`src/rtl/pipe_stage_reg.sv`:
```
// -----------------------------------------------------------------------------
// pipe_stage_reg
//
// Purpose:
//   A registered pipeline stage with valid/ready handshakes on both sides.
//   An accepted entry appears at the output one cycle after it is accepted.
//   When the output holds no valid entry, out_data_o carries NOP_VALUE.
//
// Configuration:
//   PIPE_STAGE_SKID_EN (undefined by default)
//     undefined : one entry of storage. in_ready_o is combinational:
//                 ~out_valid_o | out_ready_i.
//     defined   : an output register plus one skid register (EMPTY/BUSY/FULL).
//                 in_ready_o comes straight from a flop, so there is no
//                 combinational path from out_ready_i to in_ready_o.
//
// Parameters:
//   DATA_W     payload width in bits (1..256)
//   NOP_VALUE  payload driven while out_valid_o = 0
//
// Ports:
//   clk          rising-edge clock
//   rst          asynchronous reset, active low
//   flush_i      synchronous discard of every held entry (highest priority)
//   in_valid_i   upstream entry present
//   in_ready_o   stage accepts an entry this cycle
//   in_data_i    upstream payload
//   out_valid_o  registered entry presented downstream
//   out_ready_i  downstream accepts the entry
//   out_data_o   registered payload
//   occupancy_o  number of entries held (0..2)
// -----------------------------------------------------------------------------
module pipe_stage_reg #(
    parameter int unsigned        DATA_W    = 32,
    parameter logic [DATA_W-1:0]  NOP_VALUE = {DATA_W{1'b0}}
) (
    input  logic              clk,
    input  logic              rst,
    input  logic              flush_i,
    input  logic              in_valid_i,
    output logic              in_ready_o,
    input  logic [DATA_W-1:0] in_data_i,
    output logic              out_valid_o,
    input  logic              out_ready_i,
    output logic [DATA_W-1:0] out_data_o,
    output logic [1:0]        occupancy_o
);

    logic              out_valid_q;
    logic [DATA_W-1:0] out_data_q;
    logic              in_fire;
    logic              out_fire;

    assign out_valid_o = out_valid_q;
    assign out_data_o  = out_data_q;
    assign in_fire     = in_valid_i & in_ready_o;
    assign out_fire    = out_valid_q & out_ready_i;

`ifdef PIPE_STAGE_SKID_EN

    // The encoding equals the number of held entries, so occupancy_o is the
    // state register itself.
    typedef enum logic [1:0] {
        EMPTY = 2'd0,
        BUSY  = 2'd1,
        FULL  = 2'd2
    } state_t;

    state_t            state_q;
    logic              in_ready_q;
    logic [DATA_W-1:0] skid_q;

    assign in_ready_o  = in_ready_q;
    assign occupancy_o = state_q;

    // NOTE: every register in this block uses non-blocking assignments so all
    // of them see the pre-edge values of in_fire/out_fire and of each other.
    // NOTE: the payload registers are reset as well, because out_data_o must
    // read NOP_VALUE for as long as rst is low.
    always_ff @(posedge clk or negedge rst) begin
        if (!rst) begin
            state_q     <= EMPTY;
            in_ready_q  <= 1'b1;
            out_valid_q <= 1'b0;
            out_data_q  <= NOP_VALUE;
            skid_q      <= NOP_VALUE;
        end else if (flush_i) begin
            state_q     <= EMPTY;
            in_ready_q  <= 1'b1;
            out_valid_q <= 1'b0;
            out_data_q  <= NOP_VALUE;
            skid_q      <= NOP_VALUE;
        end else begin
            case (state_q)
                EMPTY: begin
                    if (in_fire) begin
                        state_q     <= BUSY;
                        out_valid_q <= 1'b1;
                        out_data_q  <= in_data_i;
                    end
                end
                BUSY: begin
                    if (in_fire && out_fire) begin
                        // Zero-bubble pass-through.
                        out_data_q <= in_data_i;
                    end else if (in_fire) begin
                        // Output is stalled; park the new entry in the skid.
                        state_q    <= FULL;
                        in_ready_q <= 1'b0;
                        skid_q     <= in_data_i;
                    end else if (out_fire) begin
                        state_q     <= EMPTY;
                        out_valid_q <= 1'b0;
                        out_data_q  <= NOP_VALUE;
                    end
                end
                FULL: begin
                    // in_ready_o is low here, so only the output can move.
                    if (out_fire) begin
                        state_q    <= BUSY;
                        in_ready_q <= 1'b1;
                        out_data_q <= skid_q;
                        skid_q     <= NOP_VALUE;
                    end
                end
                default: begin
                    state_q     <= EMPTY;
                    in_ready_q  <= 1'b1;
                    out_valid_q <= 1'b0;
                    out_data_q  <= NOP_VALUE;
                    skid_q      <= NOP_VALUE;
                end
            endcase
        end
    end

`else

    // Single entry: accept whenever the output is empty or is leaving now.
    assign in_ready_o  = ~out_valid_q | out_ready_i;
    assign occupancy_o = {1'b0, out_valid_q};

    // NOTE: non-blocking assignments keep out_valid_q/out_data_q consistent
    // with the pre-edge handshake; the payload register is reset so that
    // out_data_o reads NOP_VALUE throughout reset.
    always_ff @(posedge clk or negedge rst) begin
        if (!rst) begin
            out_valid_q <= 1'b0;
            out_data_q  <= NOP_VALUE;
        end else if (flush_i) begin
            out_valid_q <= 1'b0;
            out_data_q  <= NOP_VALUE;
        end else if (in_fire) begin
            // Covers both load-from-empty and simultaneous in/out transfer.
            out_valid_q <= 1'b1;
            out_data_q  <= in_data_i;
        end else if (out_fire) begin
            out_valid_q <= 1'b0;
            out_data_q  <= NOP_VALUE;
        end
    end

`endif

endmodule

```
`config.mk`:
```
export PLATFORM = sky130hd
export DESIGN_NAME = pipe_stage_reg
export DESIGN_NICKNAME = d
export VERILOG_FILES = /design/src/rtl/pipe_stage_reg.sv
export SDC_FILE = /design/constraint.sdc
export NUM_CORES = 1
export LEC_CHECK = 0
export CORE_MARGIN = 2
export CORE_UTILIZATION = 44
export DETAILED_ROUTE_END_ITERATION = 12
export PLACE_DENSITY = 0.8
export SETUP_SLACK_MARGIN = 0.3
export SYNTH_ARGS = -nofsm -noshare
export SYNTH_HDL_FRONTEND = slang
export SYNTH_SLANG_ARGS = --single-unit
```
`constraint.sdc`:
```
create_clock -name clk -period 1.35 [get_ports clk]
set_input_delay 0.27 -clock clk [delete_from_list [all_inputs] [get_ports clk]]
set_output_delay 0.27 -clock clk [all_outputs]
set_load 0.02 [all_outputs]
```
==> results of run 1 <==
==> report_power, final <==
group | internal [uW] | switching, uW | total (uW)
Sequential | 1050 | 46.8 | 1090
Combinational | 449 | 350 | 798
Clock | 404 | 341 | 745
Total | 1900 | 737 | 2640
==> layout by cell type (no fill, tap or decap), drive strengths merged <==
cell,instances
a21oi,1
buf,60
clkbuf,10
clkdlybuf4s50,35
conb,1
dfrtp,33
dlygate4sd2,1
inv,2
mux2,1
nand2b,64
nor2b,1
o32ai,32
==> layer usage <==
layer  vias to the layer above  GRT usage, %  wire (um)
li1                        715             -          -
met1                       772          23.3       2040
met2                        44          35.8       2590
met3                         6          6.78        263
met4                         0          5.77         55
met5                         -             0          0
==> path summary, 6_finish.rpt <==
kind / from / endpoint / cells after the start
worst max register to register: out_valid_o / out_data_o[1] / 4
worst max-delay path: out_valid_o / out_data_o[1] / 4
min in group clk: out_ready_i / out_valid_o / 5
worst min register to register: out_data_o[22] / out_data_o[22] / 2
worst min-delay path: rst / out_data_o[1] / 2
max in group asynchronous: rst / out_valid_o / 2
==> final cells by class <==
| cell class | instances | area share (%) |
|---|---|---|
| sequential | 33 | 26.5 |
| inverter | 2 | 0.481 |
| multi-input combinational | 100 | 33.6 |
| timing repair buffer | 99 | 34.6 |
| clock buffer | 7 | 2.77 |
| tap | 52 | 2.08 |
==> registers in the layout, summed over array words and instances (netlist names) <==
signal	cells
out_valid_o	1
out_data_o	32
==> through the flow <==
step | cells | total power [uW] | setup slack [ns]
after global placement | 267 | 1750 | -0.429
final | 293 | 2640 | 0.0608
after global routing | 293 | 2760 | 0.0217
after CTS | 285 | 2580 | 0.0432
after floorplan | 154 | 1470 | 0.159
after detailed placement | 267 | 1780 | -0.435
==> synth_stat cells <==
master    count  share of area (%)
buf_4         4                1.6
o32ai_2      29                 24
nand2b_1     64                 21
conb_1        1               0.19
o32ai_1       3                1.4
mux2_4        1               0.78
clkbuf_1      6                1.2
buf_12        3                3.1
buf_6         3                1.7
nor2b_4       1               0.71
inv_2         1               0.19
buf_2         3               0.78
inv_1         1               0.19
dfrtp_1      33                 43
a21oi_2       1               0.45
==> repair_timing <==
item,CTS,global route
gates resized for setup,213,10
hold endpoints to repair,0,0
cloned,0,2
endpoints found under the setup margin,67,67
buffers inserted,11,6
pin swaps,0,0
==> logic make-up (layout without fill, tap and decap cells) <==
| kind of cell | Yosys count | in the layout | synth area share, % |
|---|---|---|---|
| compound gates | 33 | 33 | 26.2 |
| buf+inv | 21 | 108 | 8.73 |
| flops | 33 | 33 | 42.7 |
| mux | 1 | 1 | 0.776 |
| other cells | 1 | 1 | 0.194 |
| simple gates | 65 | 65 | 21.4 |
==> run_results.csv, run 1 <==
group,metric,value,unit
outcome,status,"finished clean",
finish,utilization,72.7,%
global_routing,grt_pass1_wl,7.89,mm
logic_synthesis,syn-num-nets,191,
sta,max_clock_freq,776,MHz
floorplanning,core_area,4290,sq um
setup_path,crit_arrival,1.48,ns
floorplanning,ios,73,
logic_synthesis,yosysSeqAreaShare,42.7,%
floorplanning,rows,24,
clock_tree,hold_buffers,0,
finish,nNetsFinal,278,
hold_path,min_path_type,"input port to async pin",
setup_path,crit_family,"flip-flops",
finish,n_antenna_cell,0,
floorplanning,die_w,70.3,um
setup_path,path_class,"flop to flop",
clock_tree,clock_sinks,33,
detailed_routing,drtPass1Iterations,4,
clock_tree,clkTransAtPathRegs,0.06,ns
sta,rsz0062_at_grt,"true",
floorplanning,dieArea,4940,sq um
setup_path,end_kind,"flop",
setup_path,cp_slowest_cell,"dfrtp_2",
placement,dpl_cell_area,2700,sq um
clock_tree,insertion_delay,0.28,ns
global_routing,grt-ovfl-total,0,
placement,gp_congestion,0.773,
detailed_routing,initialDrtViolationCount,52,
setup_path,worstPathMaxFanout,8,
logic_synthesis,yosys_warnings,0,
global_routing,antenna_found_initial,0,
detailed_routing,dr_total_vias,1537,
clock_tree,clock-root-buffer,"clkbuf_8",
clock_tree,cts-buffers-inserted,5,
setup_path,worst_ep_required_time,1.54,ns
logic_synthesis,synth_seq_cells,33,
floorplanning,dieHeight,70.3,um
detailed_routing,ant_nets,0,
finish,seq_area,827,sq um
power,vdd_ir_drop_max,539,uV
detailed_routing,drt-total-wl,4.95,mm
sta,slew_violations,0,
global_routing,grt_start_max_net_pins,66,
detailed_routing,via_per_inst,5.25,
finish,area_growth_syn_to_layout,61.4,%
job,maxCapViolations,0,
logic_synthesis,synthCells,154,
sta,setup_viol,0,
finish,fill_cells,283,
sta,final.min_clock_period,1.29,ns
setup_path,cp_cell_sequence,"buf_4, mux2_4, clkbuf_16, o32ai_2",
finish,drive_above_1_share,43.2,%
setup_path,critPathMaxStageDelay,0.40,ns
sta,holdWs,0.356,ns
clock_tree,clock_path_buffers,2,
finish,multi_input_area,1050,sq um
sta,fin_tns_setup,0,ns
finish,fin_area,3120,sq um
detailed_routing,wire_per_inst,16.9,um
global_routing,grt_pass1_vias,1681,
sta,fin_crit_sh,95.5,%
power,power_density,845,nW/um^2
placement,dpl.hpwl,3.13,mm
clock_tree,htreeDepth,2,
setup_path,timing.critical_path.buf_inv,2,
logic_synthesis,synth_cell_type_count,15,
sta,finalHoldViolCount,0,
global_routing,grtUsageTotal,20.3,%
setup_path,cp-start-kind,"flop",
logic_synthesis,synth_area,1930,sq um
floorplanning,initial_core_util,45.0,%
clock_tree,cts_tree,"done",
logic_synthesis,syn_avg_cell_area,12.6,sq um
setup_path,r2r_slack,0.06,ns
sta,finClkSkew,0.00351,ns
placement,port_buffers,71,
detailed_routing,drc,0,
power,p_leak,0.00127,uW
(Power assumes the default switching activity.)
==> inputs of run 2 (changes only) <==
GPL_ROUTABILITY_DRIVEN = 0   (was default)
==> results of run 2 <==
No change in the layout: final DEF, timing and power equal those of run 1.
==> inputs of run 3 (changes only) <==
CAP_MARGIN = 10   (was default)
CELL_PAD_IN_SITES_DETAIL_PLACEMENT = 0   (was default)
CELL_PAD_IN_SITES_GLOBAL_PLACEMENT = 1   (was default)
CORE_UTILIZATION = 34   (was 44)
PLACE_DENSITY = default   (was 0.8)
PLACE_DENSITY_LB_ADDON = 0.1   (was default)
==> run 3 against run 2 <==
Global-route usage is 4.9 points lower. Core utilization is 19 points lower. Sequential power hardly changed. Via count is 2.0% lower. Cell count is 6.8% higher. Combinational power is 10% lower. Die area is 28% higher. Worst hold slack better by 0.090 ns. Critical path type is now flop to primary output. Critical path depth is 1 lower.
==> run_results.csv, run 3 (synthesis results as in run 1) <==
group,metric,value,unit
setup_path,crit_arrival,1.01,ns
floorplanning,rows,27,
finish,area_growth_syn_to_layout,54.1,%
power,pwr-share-comb,28.1,%
floorplanning,die_w,79.4,um
power,p_sw_share,27.4,%
setup_path,cp-start-kind,"flop",
finish,final_common_cell,"nand2b_1",
finish,n_antenna_cell,0,
power,clockPowerShare,29.2,%
clock_tree,htreeDepth,2,
hold_path,min_path_type,"input port to async pin",
global_routing,grt_pass1_wl,7.58,mm
clock_tree,clock_sinks,33,
finish,fin_area,2980,sq um
finish,final_cell_mix,"nand2b_1 (64), buf_6 (38), clkdlybuf4s50_1 (34), dfrtp_1 (32), o32ai_2 (29)",
sta,finClkSkew,0.00694,ns
floorplanning,initial_core_util,35.1,%
power,p_leak,0.00123,uW
detailed_routing,drt-total-wl,4.66,mm
floorplanning,dieArea,6310,sq um
setup_path,cp_slowest_cell,"dfrtp_2",
global_routing,grt-ovfl-total,0,
sta,finalHoldViolCount,0,
detailed_routing,via_per_inst,4.81,
power,power_switching,700,uW
setup_path,critPathMaxStageDelay,0.36,ns
detailed_routing,ant_nets,0,
setup_path,cp_cell_sequence,"nor2b_4, inv_8, buf_6",
detailed_routing,wire_per_inst,14.9,um
sta,final.min_clock_period,1.28,ns
detailed_routing,drc,0,
global_routing,grt_pass1_vias,1596,
clock_tree,insertion_delay,0.28,ns
global_routing,grtUsageTotal,15.5,%
sta,max_clock_freq,781,MHz
detailed_routing,initialDrtViolationCount,51,
power,p_total,2550,uW
outcome,status,"finished clean",
power,power_density,857,nW/um^2
finish,drive_above_1_share,42.7,%
finish,fill_cells,483,
sta,setup_viol,0,
sta,rsz0062_at_grt,"true",
global_routing,grt_start_max_net_pins,66,
power,vdd_ir_drop_max,499,uV
power,p_int,1850,uW
power,pwr-share-seq,42.7,%
floorplanning,core_area,5510,sq um
sta,fin_crit_sh,94.8,%
floorplanning,dieHeight,79.4,um
setup_path,path_class,"flop to primary output",
clock_tree,clkTransAtPathRegs,0.07,ns
floorplanning,ios,73,
job,maxCapViolations,0,
setup_path,end_kind,"primary output",
setup_path,worstPathMaxFanout,2,
finish,largest_register_ff_count,32,
clock_tree,cts-buffers-inserted,5,
global_routing,antenna_found_initial,0,
clock_tree,cts_tree,"done",
placement,dpl_cell_area,2700,sq um
placement,port_buffers,71,
clock_tree,clock-root-buffer,"clkbuf_8",
finish,nNetsFinal,278,
setup_path,worst_ep_required_time,1.08,ns
sta,slew_violations,0,
detailed_routing,drtPass1Iterations,4,
sta,holdWs,0.446,ns
placement,dpl.hpwl,3.18,mm
clock_tree,clock_path_buffers,2,
detailed_routing,dr_total_vias,1507,
run 3: cell types whose count changed in the layout (fill, tap and decap cells not counted), moves of 2 or more:
cell,previous run,this run
o32ai_2,21,29
buf_6,35,38
buf_12,6,4
o32ai_4,9,0
clkbuf_16,2,0
run 3: path summary, 6_finish.rpt:
kind | slack, ns | end | cells past startpoint | start
setup / recovery | 0.07 | in_ready_o | 3 | out_valid_o
hold / removal | 0.45 | out_data_o[13] | 2 | rst
setup reg to reg | 0.08 | out_data_o[20] | 4 | out_valid_o
hold reg to reg | 0.58 | out_data_o[24] | 2 | out_data_o[24]
max in group asynchronous | 0.43 | out_data_o[10] | 3 | rst
min in group clk | 0.58 | out_data_o[24] | 3 | in_data_i[24]
run 3: final cells by class:
cell class	count	area (sq um)	share of cell area [%]
Tap cell	72	90.1	3.02
Inverter	2	15.0	0.504
Sequential cell	33	827	27.7
Clock buffer	7	86.3	2.90
Multi-Input combinational cell	100	940	31.5
Timing Repair Buffer	99	1020	34.3
run 3: power groups by stage:
| stage | Clock, uW | Sequential (uW) | Combinational (uW) |
|---|---|---|---|
| final | 746 | 1090 | 718 |
| after detailed placement | 0 | 1100 | 669 |
| after global placement | 0 | 1100 | 654 |
| after floorplan | 0 | 1170 | 298 |
| after global routing | 808 | 1100 | 768 |
| after CTS | 771 | 1090 | 706 |
run 3: critical path, delay by kind of cell, from the launching register on:
kind,cells,cell delay [ns]
flip-flops,1,0.36
AND/OR/NAND/NOR,1,0.22
buffers and inverters,2,0.16
run 3: metrics by stage:
stage | TNS (ns) | util (%) | std cells | worst slack (ns)
floorplan | 0 | - | 154 | 0.159
global route | 0 | 54.1 | 313 | 0.0310
finish | 0 | 54.1 | 313 | 0.0700
detailed placement | -12.83 | 49.1 | 288 | -0.430
global placement | -11.47 | 49.1 | 288 | -0.425
CTS | 0 | 52.9 | 305 | 0.0619
run 3: routing by layer:
metal	vias up	track usage (%)	wire, um
met1	748	16.6	1820
met4	0	5.69	72
met5	-	0	0
li1	712	-	-
met3	6	4.19	237
met2	41	28.7	2530
run 3: what timing repair did:
action | 4_1_cts | 5_1_grt
buffers inserted | 9 | 8
gates resized for setup | 212 | 2
cloned | 0 | 0
pin swaps | 0 | 1
hold buffers | 1 | 0
endpoints found under the hold margin | 15 | 0
setup endpoints to repair | 67 | 68
